File: src/rtl/xbus_pkg.sv
// rtl/xbus_pkg.sv - shared types and constants for the external bus arbiter
package xbus_pkg;

  typedef enum logic [1:0] {
    IDLE    = 2'd0,
    ACCESS  = 2'd1,
    RECOVER = 2'd2
  } xbus_state_t;

  localparam logic OWN_CPU = 1'b0;
  localparam logic OWN_MON = 1'b1;

  localparam logic [2:0] PH_WR_ON  = 3'd1;
  localparam logic [2:0] PH_WR_OFF = 3'd6;
  localparam logic [2:0] PH_LAST   = 3'd7;

endpackage

File: src/rtl/xbus_rr_pick.sv
// rtl/xbus_rr_pick.sv - combinational two-way round-robin picker
module xbus_rr_pick
  import xbus_pkg::*;
(
  input  logic [1:0] i_req,
  input  logic       i_last_owner,
  output logic       o_grant_valid,
  output logic       o_grant_id
);

  assign o_grant_valid = |i_req;

  // A lone requester wins outright; on a tie the one not served last wins
  always_comb begin
    o_grant_id = OWN_CPU;
    case (i_req)
      2'b01:   o_grant_id = OWN_CPU;
      2'b10:   o_grant_id = OWN_MON;
      2'b11:   o_grant_id = ~i_last_owner;
      default: o_grant_id = OWN_CPU;
    endcase
  end

endmodule

File: src/rtl/xbus_arbiter.sv
// rtl/xbus_arbiter.sv - CPU/monitor arbiter running fixed 8-phase external bus accesses
module xbus_arbiter
  import xbus_pkg::*;
#(
  parameter int ADDR_W = 16,
  parameter int DATA_W = 8
)
(
  input  logic              Clock_In,
  input  logic              RESET,
  input  logic              cpu_req,
  input  logic              cpu_wr,
  input  logic              cpu_prog,
  input  logic [ADDR_W-1:0] cpu_addr,
  input  logic [DATA_W-1:0] cpu_wdata,
  output logic              cpu_ack,
  output logic [DATA_W-1:0] cpu_rdata,
  input  logic              mon_req,
  input  logic              mon_wr,
  input  logic              mon_prog,
  input  logic [ADDR_W-1:0] mon_addr,
  input  logic [DATA_W-1:0] mon_wdata,
  output logic              mon_ack,
  output logic [DATA_W-1:0] mon_rdata,
  output logic [ADDR_W-1:0] XA,
  output logic [DATA_W-1:0] XD_out,
  output logic              XD_oe,
  input  logic [DATA_W-1:0] XD_in,
  output logic              PCE_n,
  output logic              DCE_n,
  output logic              OE_n,
  output logic              WR_n,
  output logic              busy,
  output logic              owner
);

  xbus_state_t       r_state;
  logic [2:0]        r_phase;
  logic              r_wr;
  logic              r_last_owner;
  logic [ADDR_W-1:0] r_xa;
  logic [DATA_W-1:0] r_xd_out;
  logic              r_xd_oe;
  logic              r_pce_n;
  logic              r_dce_n;
  logic              r_oe_n;
  logic              r_wr_n;
  logic              r_cpu_ack;
  logic              r_mon_ack;
  logic [DATA_W-1:0] r_cpu_rdata;
  logic [DATA_W-1:0] r_mon_rdata;
  logic              r_busy;
  logic              r_owner;

  logic              w_grant_valid;
  logic              w_grant_id;
  logic              w_sel_wr;
  logic              w_sel_prog;
  logic [ADDR_W-1:0] w_sel_addr;
  logic [DATA_W-1:0] w_sel_wdata;
  logic [2:0]        w_phase_nxt;
  logic              w_wr_strobe_nxt;

  xbus_rr_pick u_pick (
    .i_req         ({mon_req, cpu_req}),
    .i_last_owner  (r_last_owner),
    .o_grant_valid (w_grant_valid),
    .o_grant_id    (w_grant_id)
  );

  // Fields of whichever requester the picker selected
  assign w_sel_wr    = (w_grant_id == OWN_MON) ? mon_wr    : cpu_wr;
  assign w_sel_prog  = (w_grant_id == OWN_MON) ? mon_prog  : cpu_prog;
  assign w_sel_addr  = (w_grant_id == OWN_MON) ? mon_addr  : cpu_addr;
  assign w_sel_wdata = (w_grant_id == OWN_MON) ? mon_wdata : cpu_wdata;

  // WR_n is computed one phase ahead so the strobe lands registered on its phase
  assign w_phase_nxt     = r_phase + 3'd1;
  assign w_wr_strobe_nxt = r_wr && (w_phase_nxt >= PH_WR_ON) && (w_phase_nxt <= PH_WR_OFF);

  // Access sequencer: grant in IDLE, eight phases in ACCESS, ack in RECOVER
  always_ff @(posedge Clock_In) begin
    if (RESET) begin
      r_state      <= IDLE;
      r_phase      <= 3'd0;
      r_wr         <= 1'b0;
      r_last_owner <= OWN_MON;
      r_xa         <= '0;
      r_xd_out     <= '0;
      r_xd_oe      <= 1'b0;
      r_pce_n      <= 1'b1;
      r_dce_n      <= 1'b1;
      r_oe_n       <= 1'b1;
      r_wr_n       <= 1'b1;
      r_cpu_ack    <= 1'b0;
      r_mon_ack    <= 1'b0;
      r_cpu_rdata  <= '0;
      r_mon_rdata  <= '0;
      r_busy       <= 1'b0;
      r_owner      <= OWN_CPU;
    end else begin
      r_cpu_ack <= 1'b0;
      r_mon_ack <= 1'b0;
      case (r_state)
        IDLE: begin
          if (w_grant_valid) begin
            r_state      <= ACCESS;
            r_phase      <= 3'd0;
            r_busy       <= 1'b1;
            r_owner      <= w_grant_id;
            r_last_owner <= w_grant_id;
            r_wr         <= w_sel_wr;
            r_xa         <= w_sel_addr;
            r_xd_out     <= w_sel_wdata;
            r_pce_n      <= ~w_sel_prog;
            r_dce_n      <= w_sel_prog;
            r_oe_n       <= w_sel_wr;
            r_xd_oe      <= w_sel_wr;
            r_wr_n       <= 1'b1;
          end
        end
        ACCESS: begin
          if (r_phase == PH_LAST) begin
            r_state <= RECOVER;
            r_pce_n <= 1'b1;
            r_dce_n <= 1'b1;
            r_oe_n  <= 1'b1;
            r_wr_n  <= 1'b1;
            r_xd_oe <= 1'b0;
            if (r_owner == OWN_MON) begin
              r_mon_ack <= 1'b1;
              if (!r_wr) r_mon_rdata <= XD_in;
            end else begin
              r_cpu_ack <= 1'b1;
              if (!r_wr) r_cpu_rdata <= XD_in;
            end
          end else begin
            r_phase <= w_phase_nxt;
            r_wr_n  <= ~w_wr_strobe_nxt;
          end
        end
        RECOVER: begin
          r_state <= IDLE;
          r_busy  <= 1'b0;
        end
        default: begin
          r_state <= IDLE;
        end
      endcase
    end
  end

  assign XA        = r_xa;
  assign XD_out    = r_xd_out;
  assign XD_oe     = r_xd_oe;
  assign PCE_n     = r_pce_n;
  assign DCE_n     = r_dce_n;
  assign OE_n      = r_oe_n;
  assign WR_n      = r_wr_n;
  assign cpu_ack   = r_cpu_ack;
  assign mon_ack   = r_mon_ack;
  assign cpu_rdata = r_cpu_rdata;
  assign mon_rdata = r_mon_rdata;
  assign busy      = r_busy;
  assign owner     = r_owner;

endmodule

File: config.mk
export PLATFORM = sky130hd
export DESIGN_NAME = xbus_arbiter
export DESIGN_NICKNAME = d
export VERILOG_FILES = /design/src/rtl/xbus_pkg.sv /design/src/rtl/xbus_rr_pick.sv /design/src/rtl/xbus_arbiter.sv
export SDC_FILE = /design/constraint.sdc
export NUM_CORES = 1
export LEC_CHECK = 0
export CAP_MARGIN = 10
export CELL_PAD_IN_SITES_DETAIL_PLACEMENT = 1
export CELL_PAD_IN_SITES_GLOBAL_PLACEMENT = 1
export CORE_ASPECT_RATIO = 1.4
export CORE_MARGIN = 3
export CORE_UTILIZATION = 30
export DETAILED_ROUTE_END_ITERATION = 10
export PLACE_DENSITY_LB_ADDON = 0.1
export SLEW_MARGIN = 20
export SYNTH_ARGS = -nofsm -noshare
export SYNTH_HDL_FRONTEND = slang
export SYNTH_SLANG_ARGS = --single-unit
File: constraint.sdc
create_clock -name Clock_In -period 1.9 [get_ports Clock_In]
set_input_delay 0.19 -clock Clock_In [delete_from_list [all_inputs] [get_ports Clock_In]]
set_output_delay 0.19 -clock Clock_In [all_outputs]
set_load 0.02 [all_outputs]
==> results of run 1 <==
==> where the power goes <==
part	leakage, uW	internal [uW]	switching, uW	total [uW]
combinational	0.000941	366	347	713
clock	0.0000798	621	436	1060
sequential	0.000460	1250	48.9	1300
total	0.00148	2230	832	3070
==> metal layers <==
| metal | global-route usage (%) | vias to the layer above | wire [um] |
|---|---|---|---|
| met1 | 18.20 | 1196 | 3177 |
| li1 | - | 1218 | - |
| met4 | 4.506 | 0 | 61 |
| met5 | 0 | - | 0 |
| met2 | 32.77 | 69 | 4510 |
| met3 | 4.086 | 4 | 476 |
==> sequential cells by signal, summed over array words and instances (netlist names), 2 cells and up <==
name,count
r_phase,3
r_state,2
cpu_rdata,8
XD_out,8
mon_rdata,8
XA,16
==> placed cells by master (no fill, tap or decap), types with 3 or more instances in the layout <==
cell / count
clkdlybuf4s50_1: 111
nand2_1: 60
dfxtp_1: 56
a21oi_1: 31
a311oi_1: 15
buf_4: 12
mux2i_1: 10
a311oi_2: 9
nand2b_1: 8
nor4_1: 8
a31o_1: 8
clkbuf_16: 5
inv_1: 4
ha_1: 4
buf_12: 4
nor3_1: 3
o21ai_0: 3
o211ai_1: 3
==> worst register-to-register path, cell delays in order (launching register included) <==
cell	delay (ns)
dfxtp_1	0.36
ha_1	0.16
ha_1	0.27
nand3b_4	0.12
or3_1	0.46
a31o_1	0.27
==> metrics by stage <==
stage          power (uW)  hold WS, ns
2_1_floorplan        1673       0.3499
3_3_place_gp         2039       0.4433
3_5_place_dp         2046       0.4584
4_1_cts              3109       0.3704
5_1_grt              3216       0.3976
6_report             3066       0.3685
==> worst paths after layout <==
kind	depth (start not counted)	slack, ns	startpoint	to
worst min register to register	2	0.46	mon_rdata[0]$_SDFFE_PP0P_	mon_rdata[0]$_SDFFE_PP0P_
worst max register to register	5	0.15	r_phase[1]$_SDFFE_PP0P_	cpu_rdata[0]$_SDFFE_PP0P_
worst min-delay path	3	0.37	RESET	owner$_SDFFE_PP0P_
worst max-delay path	5	0.15	r_phase[1]$_SDFFE_PP0P_	cpu_rdata[0]$_SDFFE_PP0P_
==> kinds of logic after synthesis <==
kind of cell	share of synthesized area (%)
compound gates	24.74
fa+ha+maj	1.968
buf+inv	6.443
flops	44.07
mux	3.935
simple gates	18.84
==> cell type report <==
| cell class | count | area [um^2] | area share [%] |
|---|---|---|---|
| Multi-Input combinational cell | 190 | 1264 | 31.71 |
| Tap cell | 102 | 127.6 | 3.203 |
| Inverter | 5 | 18.77 | 0.4710 |
| Sequential cell | 56 | 1121 | 28.13 |
| Clock inverter | 3 | 42.54 | 1.068 |
| Timing Repair Buffer | 128 | 1286 | 32.28 |
| Clock buffer | 5 | 125.1 | 3.140 |
==> out/metrics.cfg, run 1 <==
[clocking]
root_buffer=clkbuf_16
cts_tree=built
ctsHoldBuffers=0
htree_levels=2
post-cts-setup-buffers=0
numCtsBuffers=5
clkSlewWorstSetupHoldPaths_ns=0.07
cts_buffer_depth=2
cts.sinks=56
clk_latency_ns=0.29
post_cts_resized=0

[worst_setup_path]
slowest_delay_ns=0.46
critPathRequiredTime_ns=2.08
crit_top_cell=ha_1
cp_top_family=simple AND/OR/NAND/NOR gates
cp-end-kind=flop
slowest_stage=or3_1
cp_max_fo=8
cp.buffers_inverters=0
timing_worst_setup_path_type=flop to flop
cp.arrival_ns=1.93
startpoint_type=flop
path_cells=ha_1 -> ha_1 -> nand3b_4 -> or3_1 -> a31o_1

[floorplanning]
core_um2=8198
pin_count=113
num_rows=39
die_x_um=83.82
start_util_pct=31.03
die_area_um2=9635
die_h_um=115.0

[placed_design]
gp_congestion=0.7268
dp_slack_ns=0.1631
dpl.hpwl_um=6049
dpl.cell_count=481
io_buffers=112
dpl_cell_area_um2=3817

[route]
routed_wl_um=8226
vias=2487
wl_per_cell_um=16.82
vias_per_cell=5.086
drt_iter0_markers=76
drt_first_pass_iters=4
ant_nets=0
drc_errors=0

[grt]
track_usage_pct=16.91
first_global_vias=2631
grt_start_max_net_pins=26
grt_pass1_wl_um=13170
grt_overflow=0
antenna_found_initial=0

[synth]
yosysWarnings=0
yosys-top-cells-count=nand2_1 (60), dfxtp_1 (56), a21oi_1 (31)
yosys.area.top_type_share_pct=44.07
yosysMostFrequentCell=nand2_1
synth_flop_cell=dfxtp_1
synth_async_sr_flop_share_pct=0
synth_seq_cells=56
synth-seq-area-share_pct=44.07
ys_types=44
syn_area_per_cell_um2=9.216
synth-edff-count=0
synth_area_um2=2544
synth_nets=344
netlist_instances=276
ys_top_cells_by_area=dfxtp_1 (44%), nand2_1 (8.9%), a21oi_1 (6.1%)
synth_largest_area_cell=dfxtp_1

[power]
power_density_nw_per_um2=769.5
ir_drop_uv=522.6
power_leakage_uw=0.001480

[hold_path]
min_path_type=primary input to flop

[finish]
final_area_um2=3985
drive_gt1_share_pct=10.59
nFillCells=956
syn_to_final_growth_pct=56.66
final_core_util_pct=48.61
final_cells=489
n_antenna_cell=0
nets=454

[job]
cap_violations=0

[timing]
final.min_clock_period_ns=1.749
setup_violations=0
worst_slack_ns=0.1514
max-slew-margin-rel_pct=65.37
fmax_mhz=571.9
rsz0062_at_grt=false
min_period_over_period_pct=92.03
tns_ns=0
worstMarginPinSlew_ns=0.5162
finalHoldViolCount=0
skew_ns=0.004847
final-max-slew-violation-count=0

[run_status]
status=finished clean

Note: power is estimated with default switching activity, not from simulation.
==> run 2, diff against run 1 <==
--- a/config.mk
+++ b/config.mk
@@ -13,6 +13,7 @@
 export CORE_UTILIZATION = 30
 export DETAILED_ROUTE_END_ITERATION = 10
 export PLACE_DENSITY_LB_ADDON = 0.1
+export SKIP_LAST_GASP = 1
 export SLEW_MARGIN = 20
 export SYNTH_ARGS = -nofsm -noshare
 export SYNTH_HDL_FRONTEND = slang
==> results of run 2 <==
Final layout, timing and power as in run 1 (identical DEF).
